File: config.mk
export PLATFORM = sky130hd
export DESIGN_NAME = key_entry_ctrl
export DESIGN_NICKNAME = d
export VERILOG_FILES = /design/src/rtl/key_entry_ctrl.sv
export SDC_FILE = /design/constraint.sdc
export NUM_CORES = 1
export LEC_CHECK = 0
export ABC_AREA = 1
export CORE_MARGIN = 3
export CORE_UTILIZATION = 50
export CTS_CLUSTER_SIZE = 24
export DETAILED_ROUTE_END_ITERATION = 10
export GPL_TIMING_DRIVEN = 0
export PLACE_DENSITY = 0.86
export SLEW_MARGIN = 30
export SYNTH_ARGS = -nofsm -noshare
export SYNTH_HDL_FRONTEND = slang
export SYNTH_SLANG_ARGS = --single-unit
File: constraint.sdc
create_clock -name clk -period 2.85 [get_ports clk]
set_clock_uncertainty 0.15 [all_clocks]
set_input_delay 0.285 -clock clk [delete_from_list [all_inputs] [get_ports clk]]
set_output_delay 0.285 -clock clk [all_outputs]
set_load 0.02 [all_outputs]
File: src/rtl/key_entry_ctrl.sv
// Keypad command-entry controller: builds two 3-digit decimal operands and an
// add/subtract opcode from key events, then issues them with a valid/ready handshake.
module key_entry_ctrl (
    input  logic       clk,
    input  logic       rst,
    input  logic [3:0] keycode,
    input  logic       keystrobe,
    input  logic       cmd_ready,
    output logic [9:0] operand_a,
    output logic [9:0] operand_b,
    output logic       opcode,
    output logic       cmd_valid,
    output logic [1:0] entry_state,
    output logic [1:0] digit_count
);

    typedef enum logic [1:0] {
        ENTRY_A = 2'b00,
        ENTRY_B = 2'b01,
        ISSUE   = 2'b10
    } state_t;

    state_t     state_r, state_s;
    logic       strobe_q_r;
    logic [9:0] operand_a_r, operand_a_s;
    logic [9:0] operand_b_r, operand_b_s;
    logic       opcode_r, opcode_s;
    logic       cmd_valid_r, cmd_valid_s;
    logic [1:0] digit_count_r, digit_count_s;
    logic       key_event_s;

    // x10 + d built from shifts; inputs never exceed 99, so 10 bits cannot overflow
    function automatic logic [9:0] mul10_add(input logic [9:0] acc, input logic [3:0] d);
        return (acc << 3) + (acc << 1) + {6'd0, d};
    endfunction

    assign operand_a   = operand_a_r;
    assign operand_b   = operand_b_r;
    assign opcode      = opcode_r;
    assign cmd_valid   = cmd_valid_r;
    assign entry_state = state_r;
    assign digit_count = digit_count_r;

    // State and datapath registers; strobe_q resets high so a held key is not an event
    always_ff @(posedge clk or posedge rst) begin
        if (rst) begin
            state_r       <= ENTRY_A;
            strobe_q_r    <= 1'b1;
            operand_a_r   <= 10'd0;
            operand_b_r   <= 10'd0;
            opcode_r      <= 1'b0;
            cmd_valid_r   <= 1'b0;
            digit_count_r <= 2'd0;
        end else begin
            state_r       <= state_s;
            strobe_q_r    <= keystrobe;
            operand_a_r   <= operand_a_s;
            operand_b_r   <= operand_b_s;
            opcode_r      <= opcode_s;
            cmd_valid_r   <= cmd_valid_s;
            digit_count_r <= digit_count_s;
        end
    end

    // Next-state and datapath update on each key event
    always_comb begin
        state_s       = state_r;
        operand_a_s   = operand_a_r;
        operand_b_s   = operand_b_r;
        opcode_s      = opcode_r;
        cmd_valid_s   = cmd_valid_r;
        digit_count_s = digit_count_r;
        key_event_s   = keystrobe & ~strobe_q_r;

        case (state_r)
            ENTRY_A: begin
                if (key_event_s) begin
                    case (keycode)
                        4'd0, 4'd1, 4'd2, 4'd3, 4'd4, 4'd5, 4'd6, 4'd7, 4'd8, 4'd9: begin
                            if (digit_count_r != 2'd3) begin
                                operand_a_s   = mul10_add(operand_a_r, keycode);
                                digit_count_s = digit_count_r + 2'd1;
                            end else begin
                                operand_a_s   = operand_a_r;
                            end
                        end
                        4'd10, 4'd11: begin
                            opcode_s      = keycode[0];
                            state_s       = ENTRY_B;
                            digit_count_s = 2'd0;
                            operand_b_s   = 10'd0;
                        end
                        default: state_s = ENTRY_A;
                    endcase
                end else begin
                    state_s = ENTRY_A;
                end
            end
            ENTRY_B: begin
                if (key_event_s) begin
                    case (keycode)
                        4'd0, 4'd1, 4'd2, 4'd3, 4'd4, 4'd5, 4'd6, 4'd7, 4'd8, 4'd9: begin
                            if (digit_count_r != 2'd3) begin
                                operand_b_s   = mul10_add(operand_b_r, keycode);
                                digit_count_s = digit_count_r + 2'd1;
                            end else begin
                                operand_b_s   = operand_b_r;
                            end
                        end
                        // operator can be changed only before any B digit
                        4'd10, 4'd11: begin
                            if (digit_count_r == 2'd0) begin
                                opcode_s = keycode[0];
                            end else begin
                                opcode_s = opcode_r;
                            end
                        end
                        4'd12: begin
                            if (digit_count_r != 2'd0) begin
                                state_s     = ISSUE;
                                cmd_valid_s = 1'b1;
                            end else begin
                                state_s     = ENTRY_B;
                            end
                        end
                        default: state_s = ENTRY_B;
                    endcase
                end else begin
                    state_s = ENTRY_B;
                end
            end
            ISSUE: begin
                if (cmd_ready) begin
                    state_s       = ENTRY_A;
                    cmd_valid_s   = 1'b0;
                    operand_a_s   = 10'd0;
                    operand_b_s   = 10'd0;
                    opcode_s      = 1'b0;
                    digit_count_s = 2'd0;
                end else begin
                    state_s       = ISSUE;
                end
            end
            default: begin
                state_s     = ENTRY_A;
                cmd_valid_s = 1'b0;
            end
        endcase
    end

endmodule

==> results.ini, run 1 <==
[timing]
fin_crit_ps=2610
setup_viol=0
finalCritPeriodShare_pct=91.5
rsz0062_at_grt=false
slew_headroom_pct=59.7
worstMarginPinSlew_ps=603
fmax_ghz=0.383
finalMaxSlewViolations=0
hold_viol=0

[worst_setup_path]
crit_path_end_kind=register
cp_cell_sequence=clkdlybuf4s50_1 -> inv_1 -> fa_1 -> inv_1 -> fa_1 -> nand3_1 -> nand2_1 -> or2_2 -> nand3_1 -> nand2_1
crit_type=in -> reg
slowest_delay_ps=570
cp.arrival_ps=2650
r2r-end=operand_a[6]
rr_startpoint=operand_a[0]
rrSetupSlack_ps=480
cp_slowest_cell=clkdlybuf4s50_1
start_kind=input pin
reg2reg_depth=9
crit_fanout=4
crit_required_ps=2890
crit_end=operand_a[6]
startpoint=keycode[3]

[power]
p_sw_uw=1250
pwr-share-clk_pct=9.0
peakVddDrop_uv=504
power_uw=2600
power_density_nw_per_um2=963
power_frac_comb_pct=64.6
pwr-share-seq_pct=26.4
intPower_uw=1350
swShare_pct=48.2
p_leak_uw=0.00149

[routing]
drt_iter0_drc=98
routed_wl_um=4750
via_count=2031
antenna_left=0
post_drt_wl_per_cell_um=12.2
drc=0
avgViaCountPerCell=5.23
drt-pass1-iter-count=5

[synth]
yosysUniqueCellTypes=27
syn-cell-area_um2=2250
yosys_warnings=0
ys_ff_latch=27
synth_cells=301
yosys.area_share.simple_pct=31.7
syn-num-nets=346
ys_seq_area_share_pct=30.0
synth.avg_cell_area_um2=7.49
muxShareOfSynthArea_pct=0
synthTopCellsByArea=dfrtp_1, ha_1, nand2_1, inv_1, nand3_1
yosys.area.top_type=dfrtp_1
synth-adder-area-share_pct=21.9
yosysTopAreaCellShare_pct=28.9
synth_top_family_by_area=simple AND/OR/NAND/NOR gates
synth_compound_area_share_pct=6.33
synthXorXnorAreaFrac_pct=1.94

[status]
status=finished, final reports clean

[clocking]
ctsHoldBuffers=0
cts.clk_slew.worst_paths_ps=100
clk_latency_ps=280
clockBufferDepth=2
cts_made_buffers=3
root_buffer=clkbuf_8
cts_setup_buffers=0
post_cts_resized=0
clock-sinks=27
htreeDepth=1
cts_tree=built

[floorplan]
num_io_pins=34
core-area_um2=4170
die_w_um=73.2
dieArea_um2=5350
rows=23
die-height_um=73.2
start_util_pct=54.0

[layout]
nFillCells=365
area_growth_syn_to_layout_pct=19.6
layout.cells.non_filler=388
drive_gt1_share_pct=7.69
n_antenna_cell=0
nNetsFinal=384

[global_route]
overflow=0
grt_max_degree=28
antenna_found_initial=0
track_usage_pct=19.2
grt_first_pass_wirelength_um=8220
grt_pass1_vias=1929

[placement]
dp_hpwl_um=3780
io_buffers=33
gp_congestion=0.889
place_inst=384

[min_path]
hold_class=in -> async

[job]
maxCapViolCount=0

-- power groups by stage --
stage               clock network, µW  logic, µW  registers, µW
detailed placement                  0       1680            691
global placement                    0       1610            686
floorplan                           0        990            828
finish                            235       1680            685
CTS                               243       1690            685
global route                      251       1900            707
-- worst min path at each step --
stage,from,depth (start not counted),endpoint,slack (ps)
2_1_floorplan,keystrobe,0,strobe_q_r,140
3_3_place_gp,operand_a[9],2,operand_a[9],310
3_5_place_dp,operand_a[9],2,operand_a[9],320
4_1_cts,rst,2,operand_b[9],250
5_1_grt,rst,2,operand_b[9],260
6_report,rst,2,operand_b[7],230
-- kinds of logic after synthesis --
logic type	Yosys count
flip-flops	27
adder cells (fa/ha/maj)	37
AO/OA/AOI/OAI	25
buffers and inverters	48
AND/OR/NAND/NOR	159
XOR/XNOR	5
-- worst max-delay path, delay by kind of cell --
kind	cells	cell delay [ps]
simple gates	5	590
buf+inv	3	780
fa+ha+maj	2	1000
-- cell type report --
class	count	area [µm²]	area share [%]
plain buffers	1	7.51	0.278
clock buffers	3	41.3	1.53
repair buffers	33	330	12.3
inverters	47	176	6.54
multi-input cells	226	1390	51.7
clock inverters	1	7.51	0.278
flip-flops and latches	27	677	25.1
well taps	50	62.6	2.32
-- Yosys cell counts --
cell      number
nand3_4        1
nand2_1      106
nand3_2        1
nand2_2        5
nor3_1         1
xnor2_1        4
nor2_4         1
a21oi_1        8
nor3_4         1
xor2_1         1
dfstp_2        1
nand3_1       24
buf_4          1
fa_1           4
o21ai_1        7
o22ai_1        1
o31ai_4        1
inv_2          3
or2_2          3
nand4_1        3
ha_1          33
dfrtp_1       26
nor2_2         3
nor2_1         7
o21ai_0        8
nand3b_1       3
inv_1         44
-- layout by cell type (no fill, tap or decap), types with 3 or more instances in the layout --
master,synthesis,routed
clkbuf_8,0,3
inv_2,3,4
a21oi_1,8,8
nand3_1,24,24
nand2_1,106,106
clkdlybuf4s50_1,0,33
o21ai_1,7,7
xnor2_1,4,4
nand2_2,5,5
o21ai_0,8,8
inv_1,44,43
or2_2,3,3
nand4_1,3,3
nor2_1,7,7
dfrtp_1,26,26
nor2_2,3,3
fa_1,4,4
ha_1,33,33
nand3b_1,3,3
-- registers in the layout, summed over array words and instances (netlist names) --
register and cells:
opcode 1, cmd_valid 1, operand_b 10, entry_state 2
operand_a 10, digit_count 2, strobe_q_r 1
-- metal layers --
metal  wire [µm]  GRT usage, %
met1        2230          24.6
met2        2310          33.8
met3         151          2.20
met4          58          5.74
met5           0             0
-- through the flow --
step	hold WS, ps	area (µm²)	worst slack [ps]	util [%]	TNS (ps)
3_5_place_dp	323	2650	-63.0	63.4	-63.1
3_3_place_gp	314	2650	-27.5	63.4	-27.5
6_report	228	2700	241	64.6	0
5_1_grt	265	2700	114	64.6	0
4_1_cts	245	2700	252	64.6	0
2_1_floorplan	139	2250	496	-	0
Power figures use the tool's default switching activity.
==> inputs of run 2 (changes only) <==
- CORE_MARGIN: 3 -> 2
- PLACE_DENSITY: 0.86 -> 0.79
- SLEW_MARGIN: 30 -> not set
==> run 2 against run 1 <==
- global-route usage is 0.61 points lower
- routed wire length decreased by 5.3%
- die area shrank 5.4%
- non-clock buffer count unchanged
- setup slack better by 16 ps
- via count fell by 3.2%
- first-iteration DRC count fell by 13%
- sequential power about the same
- clock-buffer cell count stayed put
- critical endpoint unchanged
==> results.ini, run 2 (synthesis gave the netlist of run 1 again) <==
[worst_setup_path]
cp.arrival_ps=2640  ; about the same
path_delay_family=adder cells
crit_path_end_kind=register
r2r-end=operand_a[6]
reg2reg_depth=9  ; unchanged
start_kind=input pin
crit_type=in -> reg
cp_slowest_cell=clkdlybuf4s50_1
rr_startpoint=operand_a[0]
cp_cell_sequence=clkdlybuf4s50_1 -> inv_1 -> fa_1 -> inv_1 -> fa_1 -> nand3_1 -> nand2_1 -> or2_2 -> nand3_1 -> nand2_1
slowest_delay_ps=550  ; -20 ps
rrSetupSlack_ps=490  ; about the same
crit_fanout=4  ; unchanged
critical_path_buf_inv_count=3  ; unchanged
crit_required_ps=2890  ; about the same

[placement]
io_buffers=33  ; unchanged
gp_congestion=0.871  ; -2.0%
dp_hpwl_um=3560  ; -5.9%

[global_route]
antenna_found_initial=0  ; unchanged
track_usage_pct=18.6  ; -0.61 points
grt_pass1_vias=1803  ; -6.5%
overflow=0  ; unchanged
grt_first_pass_wirelength_um=7600  ; -7.6%
grt_max_degree=28  ; unchanged

[layout]
area_growth_syn_to_layout_pct=19.7  ; about the same
nNetsFinal=384  ; unchanged
nFillCells=397  ; +8.8%
drive_gt1_share_pct=7.40  ; -0.30 points
final_cell_mix=nand2_1, inv_1, ha_1, clkdlybuf4s50_1, dfrtp_1
layout_commonest_cell=nand2_1
n_antenna_cell=0  ; unchanged

[routing]
post_drt_wl_per_cell_um=11.5  ; -5.8%
avgViaCountPerCell=5.04  ; -3.7%
antenna_left=0  ; unchanged
drt-pass1-iter-count=4  ; -1
routed_wl_um=4490  ; -5.3%
via_count=1966  ; -3.2%
drc=0  ; unchanged
drt_iter0_drc=85  ; -13%

[power]
power_density_nw_per_um2=949  ; -1.4%
swShare_pct=47.8  ; -0.41 points
p_sw_uw=1220  ; -2.2%
pwr-share-seq_pct=26.7  ; +0.3 points
power_uw=2560  ; -1.3%
pwr-share-clk_pct=9.3  ; +0.3 points
peakVddDrop_uv=424  ; -16%
intPower_uw=1340  ; -0.56%
power_frac_comb_pct=64.0  ; -0.6 points
p_leak_uw=0.00149  ; about the same

[clocking]
clock-sinks=27  ; unchanged
clockBufferDepth=2  ; unchanged
cts_made_buffers=3  ; unchanged
cts.clk_slew.worst_paths_ps=100  ; about the same
clk_latency_ps=290  ; about the same
cts_tree=built
ctsHoldBuffers=0  ; unchanged
post_cts_resized=0  ; unchanged
cts_setup_buffers=0  ; unchanged
htreeDepth=1  ; unchanged
root_buffer=clkbuf_8

[floorplan]
die_w_um=71.2  ; -2.7%
core-area_um2=4350  ; +4.3%
die-height_um=71.2  ; -2.7%
rows=24  ; +4.3%
num_io_pins=34  ; unchanged
dieArea_um2=5060  ; -5.4%
start_util_pct=51.8  ; -2.3 points

[timing]
worstMarginPinSlew_ps=1070  ; +469 ps
finalCritPeriodShare_pct=91.0  ; -0.58 points
fin_crit_ps=2590  ; -16.5 ps
fmax_ghz=0.386  ; +0.64%
setup_viol=0  ; unchanged
rsz0062_at_grt=false
hold_viol=0  ; unchanged
slew_headroom_pct=28.4  ; -31 points
finalMaxSlewViolations=0  ; unchanged
setup_tns_ps=0  ; unchanged

[min_path]
min_delay_worst_endpoint=strobe_q_r
hold_class=in -> reg
hp-start=keystrobe
hold-path-cell-count=1

[status]
status=finished, final reports clean

[job]
maxCapViolCount=0  ; unchanged

==> run 2: metal layers <==
metal	wire length [µm]	global-route usage, %	vias to the layer above
li1	-	-	1030
met1	2150	24.1	901
met2	2140	31.5	30
met3	141	2.85	5
met4	63	6.71	0
met5	0	0	-
==> run 2: power groups by stage <==
stage / Clock [µW] / Combinational (µW) / Sequential [µW]
final: 238 / 1640 / 683
after global placement: 0 / 1610 / 688
after CTS: 250 / 1660 / 685
after floorplan: 0 / 990 / 828
after global routing: 259 / 1850 / 707
after detailed placement: 0 / 1650 / 691
==> run 2: through the flow <==
stage          util (%)  setup WS (ps)  instances  hold slack, ps  instance area (µm²)
3_3_place_gp       60.9          -51.4        386             314                 2650
5_1_grt            62.0            107        390             304                 2700
2_1_floorplan         -            496        301             139                 2250
6_report           62.0            258        390             302                 2700
4_1_cts            62.0            251        390             295                 2700
3_5_place_dp       60.9          -69.2        386             315                 2650
==> run 2: area by class of cell <==
class | instances | area, µm² | area share, %
Clock inverter | 1 | 7.51 | 0.278
Sequential cell | 27 | 677 | 25.1
Multi-Input combinational cell | 226 | 1390 | 51.6
Tap cell | 52 | 65.1 | 2.41
Clock buffer | 3 | 41.3 | 1.53
Buffer | 1 | 7.51 | 0.278
Inverter | 47 | 176 | 6.54
Timing Repair Buffer | 33 | 330 | 12.2
==> run 2: worst max path at each step <==
stage / from / end / slack [ps] / cells after the start
2_1_floorplan: operand_a[0] / operand_a[6] / 500 / 9
3_3_place_gp: keycode[3] / operand_a[6] / -50 / 10
3_5_place_dp: keycode[3] / operand_a[6] / -70 / 10
4_1_cts: keycode[3] / operand_a[6] / 250 / 10
5_1_grt: keycode[3] / operand_a[6] / 110 / 10
6_report: keycode[3] / operand_a[6] / 260 / 10
